[config.mk]
export PLATFORM = sky130hd
export DESIGN_NAME = csa_iter_subtractor
export DESIGN_NICKNAME = d
export VERILOG_FILES = /design/src/rtl/csa_iter_subtractor.sv
export SDC_FILE = /design/constraint.sdc
export NUM_CORES = 1
export LEC_CHECK = 0
export CORE_ASPECT_RATIO = 1.1
export CORE_MARGIN = 2
export CORE_UTILIZATION = 50
export CTS_CLUSTER_DIAMETER = 80
export CTS_CLUSTER_SIZE = 14
export DETAILED_ROUTE_END_ITERATION = 10
export GPL_TIMING_DRIVEN = 1
export PLACE_DENSITY = 0.87
export SLEW_MARGIN = 10
export SYNTH_ARGS = -nofsm -noshare
export SYNTH_HDL_FRONTEND = slang
export SYNTH_SLANG_ARGS = --single-unit
export TNS_END_PERCENT = 50
[constraint.sdc]
create_clock -name clk -period 8.65 [get_ports clk]
set_clock_uncertainty 0.1 [all_clocks]
set_input_delay 2.595 -clock clk [delete_from_list [all_inputs] [get_ports clk]]
set_output_delay 2.595 -clock clk [all_outputs]
set_load 0.05 [all_outputs]
[src/rtl/csa_iter_subtractor.sv]
// Iterative X - Y subtractor: SLICE bits per clock through a chain of
// 2-bit carry-select units, with valid/ready handshakes on both sides.
module csa_iter_subtractor #(
    parameter int WIDTH = 128,
    parameter int SLICE = 8
) (
    input  logic             clk,
    input  logic             rst_n,
    input  logic             in_valid,
    output logic             in_ready,
    input  logic [WIDTH-1:0] X,
    input  logic [WIDTH-1:0] Y,
    output logic             out_valid,
    input  logic             out_ready,
    output logic [WIDTH-1:0] Diff,
    output logic             Bout,
    output logic             Ovf
);

    localparam int N  = WIDTH / SLICE;
    localparam int IW = (N > 1) ? $clog2(N) : 1;

    typedef enum logic [1:0] {
        IDLE,
        RUN,
        DONE
    } state_t;

    state_t            state, state_n;
    logic [IW-1:0]     idx;
    logic              c;
    logic [WIDTH-1:0]  xr, yr;
    logic [SLICE-1:0]  xs, ys, sum;
    logic [SLICE:0]    cy;
    logic              last;

    assign xs    = xr[idx*SLICE +: SLICE];
    assign ys    = yr[idx*SLICE +: SLICE];
    assign cy[0] = c;
    assign last  = (idx == IW'(N - 1));

    // Each unit resolves its LSB, then picks the precomputed MSB/carry pair.
    for (genvar k = 0; k < SLICE / 2; k++) begin : g_cs
        logic a0, b0, a1, b1, p1;
        assign a0 = xs[2*k];
        assign b0 = ys[2*k];
        assign a1 = xs[2*k+1];
        assign b1 = ys[2*k+1];
        assign p1 = a1 ^ b1;
        assign sum[2*k]   = a0 ^ b0 ^ cy[2*k];
        assign cy[2*k+1]  = (a0 & b0) | (cy[2*k] & (a0 ^ b0));
        assign sum[2*k+1] = cy[2*k+1] ? ~p1 : p1;
        assign cy[2*k+2]  = cy[2*k+1] ? (a1 | b1) : (a1 & b1);
    end

    always_comb begin
        state_n = state;
        unique case (state)
            IDLE: if (in_valid) state_n = RUN;
            RUN:  if (last) state_n = DONE;
            DONE: if (out_ready) state_n = IDLE;
            default: state_n = IDLE;
        endcase
    end

    assign in_ready  = (state == IDLE);
    assign out_valid = (state == DONE);

    always_ff @(posedge clk or negedge rst_n) begin
        if (!rst_n) begin
            state <= IDLE;
            idx   <= '0;
            c     <= 1'b1;
            xr    <= '0;
            yr    <= '0;
            Diff  <= '0;
            Bout  <= 1'b0;
            Ovf   <= 1'b0;
        end else begin
            state <= state_n;
            unique case (state)
                IDLE: begin
                    if (in_valid) begin
                        xr   <= X;
                        yr   <= ~Y;
                        c    <= 1'b1;
                        idx  <= '0;
                        Diff <= '0;
                    end
                end
                RUN: begin
                    Diff[idx*SLICE +: SLICE] <= sum;
                    c   <= cy[SLICE];
                    idx <= last ? '0 : idx + 1'b1;
                    // yr holds ~Y, so equal MSBs mean the operands differ in sign.
                    if (last) begin
                        Bout <= ~cy[SLICE];
                        Ovf  <= (xr[WIDTH-1] == yr[WIDTH-1]) &&
                                (sum[SLICE-1] != xr[WIDTH-1]);
                    end
                end
                default: ;
            endcase
        end
    end

endmodule

# ---- Word-level counts from Yosys, hierarchy flattened
# Index checks and enable logic that the tools add are counted.
dict set report totals {
  out_inout_bits 132
  register_bits 393
}
dict set report op_classes {
  bitwise 38
  eq_ne 8
  n_shift 4
  reduce_logical 7
  addsub 2
  n_mux 20
}
# cell n
set ops {}
lappend ops {{128-bit one-hot mux with 2 select lines} 1}
lappend ops {{128-bit by 8-bit indexed part select with 8-bit output} 2}
lappend ops {{128-bit bitwise mux} 1}
lappend ops {{128-bit two-way mux} 1}
lappend ops {{128-bit NOT} 1}
lappend ops {{8-bit by 34-bit variable shift with 128-bit output, first input constant} 1}
lappend ops {{8-bit by 34-bit indexed part select with 128-bit output} 1}
lappend ops {{7-bit negator with 34-bit output} 1}
lappend ops {{1-bit AND} 12}
lappend ops {{1-bit XOR} 12}
lappend ops {{1-bit two-way mux} 9}
lappend ops {{4-bit two-way mux} 2}
lappend ops {{1-bit bitwise OR} 8}
lappend ops {{4-bit one-hot mux with 2 select lines} 1}
lappend ops {{2-bit two-way mux} 3}
lappend ops {{2-bit one-hot mux with 3 select lines} 1}
lappend ops {{2-bit AND reduction} 3}
lappend ops {{1-bit NOT} 5}
lappend ops {{4-bit by 1-bit adder with 4-bit output, second input constant} 1}
lappend ops {{4-bit == test, second input constant} 1}
lappend ops {{2-bit inequality test, second input constant} 2}
lappend ops {{3-bit AND reduction} 1}
lappend ops {{2-bit by 1-bit == test with 1-bit output, second input constant} 1}
lappend ops {{2-bit == test, second input constant} 1}
lappend ops {{7 further kinds} 7}

# ---- Longest topological paths before layout
dict set report logic_depth {
  word_depth 17
  mapped_depth 21
  mapped_depth_nobuf 18
}

# ---- Worst setup path before layout
# OpenSTA, ideal clock, no wires.
dict set report synth_path {
  path_kind {reg-to-reg}
  start {register idx[0]}
  end {register Ovf}
  setup_slack_ns 3.952
  arrival_time_ns 4.466
  path_buffers 3
  setup_time_ns 0.132
  stages_incl_launch_ff 20
  synth_period_minus_slack_ns 4.698
  path_cell_list {dfrtp_1 > buf_6 > buf_6 > buf_6 > mux4_2 > a22oi_1 > o21ai_1 > fa_1 > mux2i_1 > fa_1 > nand2_1 > o21ai_0 > fa_1 > nor2_1 > a21oi_1 > fa_1 > xnor2_1 > nor2_1 > a21oi_1 > a21oi_1}
}
dict set report synth_between {
  elab_chain_cells 16
  elab_cells_between_ends 34
  classes_between {eq/ne (2); shift (2); mux (4); bitwise (24); reduce/logical (2)}
}
# element line_no
set synth_rtl {}
lappend synth_rtl {{start: declaration} 30} ;# logic [IW-1:0] idx;
lappend synth_rtl {{start signal: assignment} 94} ;# idx <= last ? '0 : idx + 1'b1;
lappend synth_rtl {{128-bit by 8-bit indexed part select with 8-bit output (on tied branches)} {37, 38}}
lappend synth_rtl {{1-bit XOR} 51} ;# assign cy[2*k+1] = (a0 & b0) | (cy[2*k] & (a0 ^ b0));
lappend synth_rtl {{1-bit AND} 51}
lappend synth_rtl {{1-bit bitwise OR} 51}
lappend synth_rtl {{1-bit two-way mux} 53} ;# assign cy[2*k+2] = cy[2*k+1] ? (a1 | b1) : (a1 & b1);
lappend synth_rtl {{1-bit AND} 51}
lappend synth_rtl {{1-bit bitwise OR} 51}
lappend synth_rtl {{1-bit two-way mux} 53}
lappend synth_rtl {{1-bit AND} 51}
lappend synth_rtl {{1-bit bitwise OR} 51}
lappend synth_rtl {{1-bit two-way mux} 53}
lappend synth_rtl {{1-bit AND} 51}
lappend synth_rtl {{1-bit bitwise OR} 51}
lappend synth_rtl {{1-bit two-way mux} 52} ;# assign sum[2*k+1] = cy[2*k+1] ? ~p1 : p1;
lappend synth_rtl {{1-bit inequality test} 99} ;# (sum[SLICE-1] != xr[WIDTH-1]);
lappend synth_rtl {{1-bit logical AND} 98} ;# Ovf <= (xr[WIDTH-1] == yr[WIDTH-1]) &&
lappend synth_rtl {{end signal: assignment} 98}
lappend synth_rtl {{end: declaration} 17} ;# output logic Ovf
# Several ways; a longest one is shown, not always the timed one.
# A chain may end at the register's enable or synchronous reset.

# ---- Worst setup path after layout
dict set report layout_path {
  start {register idx[0]}
  end {register Diff[87]}
}
dict set report layout_between {
  elab_chain_cells 17
  elab_cells_between_ends 48
  classes_between {add/sub (1); shift (4); mux (9); bitwise (34)}
}
# element line_no
set layout_rtl {}
lappend layout_rtl {{128-bit by 8-bit indexed part select with 8-bit output (on tied branches)} {37, 38}}
lappend layout_rtl {{1-bit XOR} {50, 51}}
lappend layout_rtl {{1-bit AND} 51}
lappend layout_rtl {{1-bit bitwise OR} 51}
lappend layout_rtl {{1-bit two-way mux} 53}
lappend layout_rtl {{1-bit AND} 51}
lappend layout_rtl {{1-bit bitwise OR} 51}
lappend layout_rtl {{1-bit two-way mux} 53}
lappend layout_rtl {{1-bit AND} 51}
lappend layout_rtl {{1-bit bitwise OR} 51}
lappend layout_rtl {{1-bit two-way mux} 53}
lappend layout_rtl {{1-bit AND} 51}
lappend layout_rtl {{1-bit bitwise OR} 51}
lappend layout_rtl {{1-bit two-way mux} 52}
lappend layout_rtl {{8-bit by 34-bit indexed part select with 128-bit output} 92} ;# Diff[idx*SLICE +: SLICE] <= sum;
lappend layout_rtl {{128-bit bitwise mux (*)} 92}
lappend layout_rtl {{128-bit one-hot mux with 2 select lines (*)} 81} ;# unique case (state)
lappend layout_rtl {{end signal: indexed assignment} 92}
lappend layout_rtl {{end: declaration} 15} ;# output logic [WIDTH-1:0] Diff,
# Mark *: on every way between the ends. The rest lies on a longest branch, timed or not.

==> impl_metrics.ini <==
[floorplanning]
die_h_um = 198.8
core_area_mm2 = 0.03411
die_width_um = 181.1
rows = 71
ios = 392
start_util_pct = 50.55
floorplan.die_area_mm2 = 0.03599

[synthesis]
synth_top_area_share_pct = 56.88
synth_area_per_cell_um2 = 10.06
synth_fp_nets = 1993
yosysSeqAreaShare_pct = 57.03
synth_edf_count = 0
netlist_area_mm2 = 0.01725
ys_warn_count = 0
yosysTopAreaCell = dfrtp_1
synth_cell_types = 43
synth_ff_type = dfrtp_1
syn_inst = 1715
async_reset_ff_share_pct = 100.0
yosys-top-cells-area = dfrtp_1 (57%), nand2_1 (9.6%), mux4_2 (5.6%)
ys_seq_elements = 393

[grt]
grt_pass1_vias = 14580
grt_pass1_wl_um = 80290
track_usage_pct = 28.89
antenna_found_initial = 3
grt_max_degree = 260
grt.overflow.total = 0

[cts]
cts.reportedPaths.clkPinSlew_ns = 0.07
clockBufferDepth = 3
hold_buffers = 0
cts_tree = yes
post_cts_buffers = 0
cts_resized = 0
clock-sinks = 393
clk_latency_ns = 0.52
root_buffer = clkbuf_16
htree_levels = 2
cts_made_buffers = 34

[setup_path]
r2r_setup_slack_ns = 2.54
timing.rr.start = idx[0]
arrival_ns = 6.41
critPathCaptureType = flip-flop
worstRegToRegCells = 17
cp-startpoint = idx[0]
critPathKind = flip-flop to flip-flop
worst_setup_path_start_kind = flip-flop
setup.worst_path.end = Diff[87]
reg2reg_to = Diff[87]
cp_data_required_time_ns = 8.95
crit_fanout = 44

[final_layout]
utilization_pct = 65.46
nNetsFinal = 2314
areaGrowthSynthToFinish_pct = 29.49
design_area_mm2 = 0.02233
insertedDiodeCount = 0
drive_gt1_share_pct = 5.623

[place]
gp_congestion = 0.8769
dp_hpwl_um = 37260
port_buffers = 391
placedInstanceArea_mm2 = 0.02132

[power]
seq_power_share_pct = 32.5
p_int_mw = 5.205
p_leak_nw = 9.927
pwr-share-comb_pct = 52.7
p_sw_share_pct = 46.78
p_sw_mw = 4.575
p_per_area_mw_per_mm2 = 438.0
p_clk_share_pct = 14.9
ir_drop_v = 0.0003754

[route]
dr.pass1.iters = 6
drt_wl_total_um = 52370
postRouteAntennaNets = 0
first_iter_violations = 1353
drc = 0
vias = 14470
vias_per_cell = 5.828
wire_per_inst_um = 21.09

[status]
status = completed

[sta]
fmax_ghz = 0.1635
worst_pin_slew_ns = 1.215
grt_setup_unrepaired = false
slew_violations = 0
setup_viol = 0
setup_tns_ns = 0
post-route-min-period_ns = 6.115
fin_crit_sh_pct = 70.69
hold_viol = 0
slew_headroom_pct = 18.95

[min_path]
hold_path_class = flip-flop to flip-flop

[run]
maxCapViolations = 0
==> synth_stat cells, types with 15 or more instances <==
cell	n
nand2_1	440
dfrtp_1	392
nor2_1	152
a21oi_1	132
o21ai_0	110
nand3_1	108
clkbuf_1	79
mux2i_1	74
mux4_2	43
a221oi_1	24
buf_2	18
inv_1	15
o21ai_1	15
==> state kept, by name, indices dropped and copies added, names as in the netlist <==
signal	cells
Bout	1
state	2
Diff	128
c	1
Ovf	1
yr	128
idx	4
xr	128
==> worst max-delay path, cell delays in order (launching register included) <==
cell and delay (ns):
dfrtp_4 0.95, buf_4 0.56, mux2i_1 0.26, a221oi_1 0.12, a22oi_1 0.25, o21ai_1 0.14
fa_1 0.45, mux2i_1 0.17, fa_1 0.42, nand2_1 0.07, o21ai_0 0.10, fa_1 0.43
nor2_1 0.14, a21oi_1 0.08, fa_1 0.42, xnor2_1 0.82, nand2_1 0.22, o21ai_0 0.25
==> layout make-up <==
cell class / instances / area [um2]
Tap cell: 438 / 548.0
Clock inverter: 2 / 41.29
Inverter: 16 / 60.06
Fill cell: 2584 / 11780
Clock buffer: 43 / 948.4
Multi-Input combinational cell: 1186 / 6840
Sequential cell: 393 / 9841
Timing Repair Buffer: 405 / 4053
==> cells in the final DEF (no fill, tap or decap), types with 2 or more instances in the layout <==
cell type,n
o21ai_0,110
a21oi_1,132
fa_1,4
mux2i_1,74
buf_4,11
a22oi_1,12
a21o_1,2
mux4_2,43
nor3_1,2
nor2_1,151
o21a_1,8
o2111ai_1,3
nand3_1,108
nand4_1,8
a221oi_1,24
or3_1,3
clkdlybuf4s50_1,390
o21ai_1,15
xor2_1,2
inv_1,15
dfrtp_1,390
ha_1,14
nand2_1,439
buf_12,2
nand2b_1,8
nor3b_2,2
clkbuf_16,37
mux2_2,2
nor2b_1,3
xnor2_1,2
and3b_1,2
clkbuf_1,6
o2111ai_2,3
==> worst min-delay path by stage <==
stage,startpoint,endpoint,slack (ns),cells past startpoint
floorplan,xr[112],xr[112],0.34,2
global route,xr[33],xr[33],0.40,2
global placement,xr[111],xr[111],0.35,2
detailed placement,xr[118],xr[118],0.36,2
finish,xr[122],xr[122],0.37,2
CTS,xr[124],xr[124],0.38,2
==> routing by layer <==
metal	vias up	GRT usage (%)	share of wire (%)
met1	7072	35.90	38
met2	766	48.13	49
li1	6453	-	-
met4	6	15.66	5.5
met5	-	0	0.078
met3	175	5.731	7.9
==> per-stage QoR <==
| stage | hold slack (ns) | power (mW) | instances | setup slack [ns] |
|---|---|---|---|---|
| 5_1_grt | 0.3975 | 10.27 | 2483 | 2.111 |
| 4_1_cts | 0.3773 | 9.734 | 2483 | 2.479 |
| 3_3_place_gp | 0.3536 | 8.021 | 2438 | 2.766 |
| 2_1_floorplan | 0.3403 | 6.336 | 1715 | 3.952 |
| 6_report | 0.3707 | 9.780 | 2483 | 2.535 |
| 3_5_place_dp | 0.3586 | 8.240 | 2438 | 2.540 |
==> cell families (layout without fill, tap and decap cells) <==
kind of cell	after synthesis	after routing	share of synthesized area, %
xor+xnor	5	5	0.2975
simple gates	732	732	17.34
fa+ha+maj	18	18	1.480
flops	393	393	57.03
compound gates	312	312	10.30
buf+inv	136	466	3.511
mux	119	119	10.04
==> power by group through the flow <==
| stage | clock [mW] | sequential, mW | combinational, mW |
|---|---|---|---|
| 2_1_floorplan | 0 | 3.62 | 2.72 |
| 3_3_place_gp | 0 | 3.14 | 4.88 |
| 3_5_place_dp | 0 | 3.18 | 5.06 |
| 4_1_cts | 1.47 | 3.16 | 5.10 |
| 5_1_grt | 1.54 | 3.25 | 5.48 |
| 6_report | 1.45 | 3.18 | 5.15 |
(Power assumes the default switching activity.)
